--- config.mk ---
export PLATFORM = sky130hd
export DESIGN_NAME = fifo_tx_serializer
export DESIGN_NICKNAME = d
export VERILOG_FILES = /design/src/rtl/fifo_tx_serializer.sv
export SDC_FILE = /design/constraint.sdc
export NUM_CORES = 1
export LEC_CHECK = 0
export BUFFER_PORTS_ARGS = -buffer_cell sky130_fd_sc_hd__buf_2
export CORE_AREA = 2 2 49 51
export DETAILED_ROUTE_END_ITERATION = 8
export DIE_AREA = 0 0 51 53
export PLACE_DENSITY = 0.83
export REMOVE_ABC_BUFFERS = 1
export SYNTH_ARGS = -nofsm -noshare
export SYNTH_HDL_FRONTEND = slang
export SYNTH_SLANG_ARGS = --single-unit
--- constraint.sdc ---
create_clock -name clk -period 4.7 [get_ports clk]
set_input_delay 0.94 -clock clk [delete_from_list [all_inputs] [get_ports clk]]
set_output_delay 0.94 -clock clk [all_outputs]
set_load 0.02 [all_outputs]
--- src/rtl/fifo_tx_serializer.sv ---
// Pops words from a synchronous FIFO and shifts each one out LSB-first on a single wire with start/stop framing.
// Define FIFO_TX_PARITY_EN to insert an even-parity bit between the data bits and the stop bit.
module fifo_tx_serializer #(
  parameter int DATA_W     = 4,
  parameter int BIT_CYCLES = 4
) (
  input  logic              clk,
  input  logic              reset,
  input  logic              enable,
  input  logic              fifo_empty,
  input  logic [DATA_W-1:0] fifo_data,
  output logic              pop,
  output logic              tx,
  output logic              busy,
  output logic              frame_done
);

  localparam int               IDX_W    = (DATA_W > 1) ? $clog2(DATA_W) : 1;
  localparam logic [7:0]       LAST_CYC = 8'(BIT_CYCLES - 1);
  localparam logic [IDX_W-1:0] LAST_BIT = IDX_W'(DATA_W - 1);

  typedef enum logic [2:0] {
    S_IDLE   = 3'd0,
    S_POP    = 3'd1,
    S_LOAD   = 3'd2,
    S_START  = 3'd3,
    S_DATA   = 3'd4,
`ifdef FIFO_TX_PARITY_EN
    S_PARITY = 3'd5,
`endif
    S_STOP   = 3'd6
  } state_t;

  state_t            state_q, state_d;
  logic [7:0]        cyc_q, cyc_d;
  logic [IDX_W-1:0]  bit_q, bit_d;
  logic [DATA_W-1:0] shreg_q, shreg_d;
  logic              pop_d, tx_d, busy_d, frame_done_d;
  logic              bit_end, start_ok;
`ifdef FIFO_TX_PARITY_EN
  logic              parity_q, parity_d;
`endif

  assign bit_end  = (cyc_q == LAST_CYC);
  assign start_ok = enable && !fifo_empty;

  always_comb begin
    // NOTE: every signal assigned here gets a default first, so no path can infer a latch.
    state_d      = state_q;
    cyc_d        = cyc_q;
    bit_d        = bit_q;
    shreg_d      = shreg_q;
`ifdef FIFO_TX_PARITY_EN
    parity_d     = parity_q;
`endif

    case (state_q)
      S_IDLE: if (start_ok) state_d = S_POP;
      S_POP:  state_d = S_LOAD;
      S_LOAD: begin
        shreg_d = fifo_data;
        cyc_d   = '0;
        bit_d   = '0;
`ifdef FIFO_TX_PARITY_EN
        parity_d = 1'b0;
`endif
        state_d = S_START;
      end
      S_START: begin
        cyc_d = bit_end ? 8'd0 : cyc_q + 8'd1;
        if (bit_end) state_d = S_DATA;
      end
      S_DATA: begin
        cyc_d = bit_end ? 8'd0 : cyc_q + 8'd1;
        if (bit_end) begin
          // Parity folds in each bit as it leaves, so it is complete when DATA ends.
`ifdef FIFO_TX_PARITY_EN
          parity_d = parity_q ^ shreg_q[0];
`endif
          shreg_d = shreg_q >> 1;
          if (bit_q == LAST_BIT) begin
            bit_d = '0;
`ifdef FIFO_TX_PARITY_EN
            state_d = S_PARITY;
`else
            state_d = S_STOP;
`endif
          end else begin
            bit_d = bit_q + 1'b1;
          end
        end
      end
`ifdef FIFO_TX_PARITY_EN
      S_PARITY: begin
        cyc_d = bit_end ? 8'd0 : cyc_q + 8'd1;
        if (bit_end) state_d = S_STOP;
      end
`endif
      S_STOP: begin
        cyc_d = bit_end ? 8'd0 : cyc_q + 8'd1;
        if (bit_end) state_d = start_ok ? S_POP : S_IDLE;
      end
      default: state_d = S_IDLE;
    endcase

    // Outputs are decoded from the next-state values so they can be registered with no added latency.
    pop_d        = (state_d == S_POP);
    busy_d       = (state_d != S_IDLE);
    frame_done_d = (state_d == S_STOP) && (cyc_d == LAST_CYC);
    case (state_d)
      S_START:  tx_d = 1'b0;
      S_DATA:   tx_d = shreg_d[0];
`ifdef FIFO_TX_PARITY_EN
      S_PARITY: tx_d = parity_d;
`endif
      default:  tx_d = 1'b1;
    endcase
  end

  always_ff @(posedge clk) begin
    // NOTE: state registers use non-blocking assignments so all flops update together at the edge.
    if (reset) begin
      state_q    <= S_IDLE;
      cyc_q      <= '0;
      bit_q      <= '0;
      shreg_q    <= '0;
      pop        <= 1'b0;
      tx         <= 1'b1;
      busy       <= 1'b0;
      frame_done <= 1'b0;
`ifdef FIFO_TX_PARITY_EN
      parity_q   <= 1'b0;
`endif
    end else begin
      state_q    <= state_d;
      cyc_q      <= cyc_d;
      bit_q      <= bit_d;
      shreg_q    <= shreg_d;
      pop        <= pop_d;
      tx         <= tx_d;
      busy       <= busy_d;
      frame_done <= frame_done_d;
`ifdef FIFO_TX_PARITY_EN
      parity_q   <= parity_d;
`endif
    end
  end

endmodule

==> impl_metrics.tcl <==
set metrics [dict create \
    synthSimpleGateAreaFrac_pct 26.5 \
    ys_seq_area_share_pct 34.6 \
    drive_above_1_share_pct 17.2 \
    timing.fmax_mhz 502 \
    num-fill-cells 199 \
    nets 156 \
    dr_total_vias 1032 \
    io_pins 12 \
    hpwlAfterDp_um 1770 \
    die_w_um 51 \
    grt_pass1_vias 910 \
    startpoint_type "flop" \
    yosys.area.top_type "dfxtp_1" \
    fp.dieH_um 53 \
    first_pass_iters 4 \
    rsz0062_at_grt "false" \
    clock-sinks 21 \
    multi_input_area_sq_um 738 \
    maxCapViolCount 0 \
    clk_latency_ns 0.32 \
    synth-compound-area-share_pct 24.6 \
    synth_xor_area_share_pct 5.04 \
    synth.area.mux_share_pct 1.65 \
    drtIter0Drc 24 \
    numPortBuffers 11 \
    core-area_sq_um 2150 \
    synth_area_sq_um 1220 \
    area_growth_pct 6.07 \
    avgViaCountPerCell 5.97 \
    syn_avg_cell_area_sq_um 8.94 \
    crit_path_end_kind "flop" \
    synth_top_area_share_pct 34.6 \
    critPathRequiredTime_ns 4.94 \
    finalCritPeriodShare_pct 42.4 \
    antenna_left 0 \
    place_area_sq_um 1260 \
    status "completed" \
    slew_violations 0 \
    slowest_stage "dfxtp_1" \
    finalSetupViolations 0 \
    ys_top_cells_by_area "dfxtp_1 35%, nor2_1 5.2%, xnor2_1 3.6%, a21oi_1 3.3%, nand3_1 2.5%" \
    path_cells "nor3b_4 -> nor2b_2 -> a2111oi_4 -> o211ai_1 -> a311oi_2" \
    finalInstanceArea_sq_um 1290 \
    drt_wl_total_um 2450 \
    netlist_instances 136 \
    numCtsBuffers 3 \
    min_period_ns 1.99 \
    place.gp.congestion 0.873 \
    power_density_nw_per_um2 264 \
    synth_top_family_by_area "simple AND/OR/NAND/NOR gates" \
    synth_edf_count 0 \
    dieArea_sq_um 2700 \
    yosysMostFrequentCell "dfxtp_1" \
    yosysWarnings 0 \
    clock_path_buffers 2 \
    cts.reportedPaths.clkPinSlew_ns 0.12 \
    path_max_fanout 16 \
    htreeDepth 1 \
    grt_max_degree 18 \
    synth-seq-cells 21 \
    cts_tree "yes" \
    slew-limit-headroom_pct 56.4 \
    regArea_sq_um 420 \
    worstSetupPathType "reg -> reg" \
    antenna_found_initial 0 \
    cts_resized 0 \
    initial_core_util_pct 56.6 \
    grt_overflow 0 \
    post_cts_buffers 0 \
    hold_path.class "reg -> reg" \
    ir_worst_vdd_mv 0.183 \
    tightest_slew_ns 0.653 \
    hold_violations 0 \
    wl_per_cell_um 14.1 \
    leakage_nw 0.458 \
    grt_pass1_wl_um 4060 \
    hold_buffers 0 \
    synthArstFlopShare_pct 0 \
    fin_skew_ns 0.00392 \
    synth_commonest_cells "21 x dfxtp_1, 17 x nor2_1, 8 x a21oi_1" \
    drc 0 \
    grt.total_usage_pct 20.5 \
    synthFlopType "dfxtp_1" \
    ys_types 55 \
    n_antenna_cell 0 \
    row_count 17 \
    synth-adder-area-share_pct 2.88 \
    slowest_delay_ns 0.62 \
    total_power_mw 0.340 \
    fin_setup_tns_ns 0 \
    holdWs_ns 0.519 \
    root_buffer "clkbuf_4" \
    critPathArrivalTime_ns 2.23 \
]
-- layout make-up --
cell class	instances	area share, %
tap	28	2.72
inverter	4	1.16
clock buffer	4	2.04
sequential	21	32.6
multi-input combinational	105	57.2
timing repair buffer	11	4.27
-- placed cells by master (no fill, tap or decap), drive strengths merged, types with 5 or more instances in the layout --
master,n
nand2,6
dfxtp,21
a21oi,10
buf,11
nor2b,5
nand3,6
o21ai,7
xnor2,5
nor2,17
-- final timing paths --
check	to	startpoint	cells past startpoint	slack, ns
max	frame_done	state_q[1]	5	2.71
min reg2reg	shreg_q[3]	shreg_q[3]	2	0.52
min	shreg_q[3]	shreg_q[3]	2	0.52
max reg2reg	frame_done	state_q[1]	5	2.71
-- critical path: cells and delay by family (launching register included) --
| kind | cells | cell delay (ns) |
|---|---|---|
| DFF | 1 | 0.62 |
| and+or+nand+nor | 2 | 0.53 |
| AOI/OAI and AO/OA | 3 | 0.76 |
-- power by group --
part	internal (mW)	switching, mW
registers	0.186	0.0124
clock network	0.0333	0.0581
logic	0.0235	0.0271
-- metal layers --
layer,vias to the layer above,share of wire (%),track usage [%]
met2,30,48,33.5
met1,483,46,26.2
li1,515,-,-
met3,4,5.0,3.39
met5,-,0,0
met4,0,1.6,9.91
-- logic make-up after synthesis --
kind of cell / count (synthesis)
AOI/OAI and AO/OA: 38
xor gates and xnor gates: 7
adders and majority gates: 3
buffers and inverters: 10
DFF: 21
muxes: 2
and+or+nand+nor: 55
-- state kept, by name, indices dropped and copies added, names as in the netlist --
signal	cells
cyc_q	8
shreg_q	4
state_q	3
bit_q	2
busy	1
frame_done	1
pop	1
tx	1
-- metrics by stage --
stage,utilization [%],setup WS (ns),instances
after floorplan,-,2.91,130
after global placement,58.8,2.69,169
after detailed placement,58.8,2.71,169
after CTS,60.0,2.71,173
after global routing,60.0,2.53,173
final,60.0,2.71,173
No activity file was read; power rests on OpenSTA's default activity.
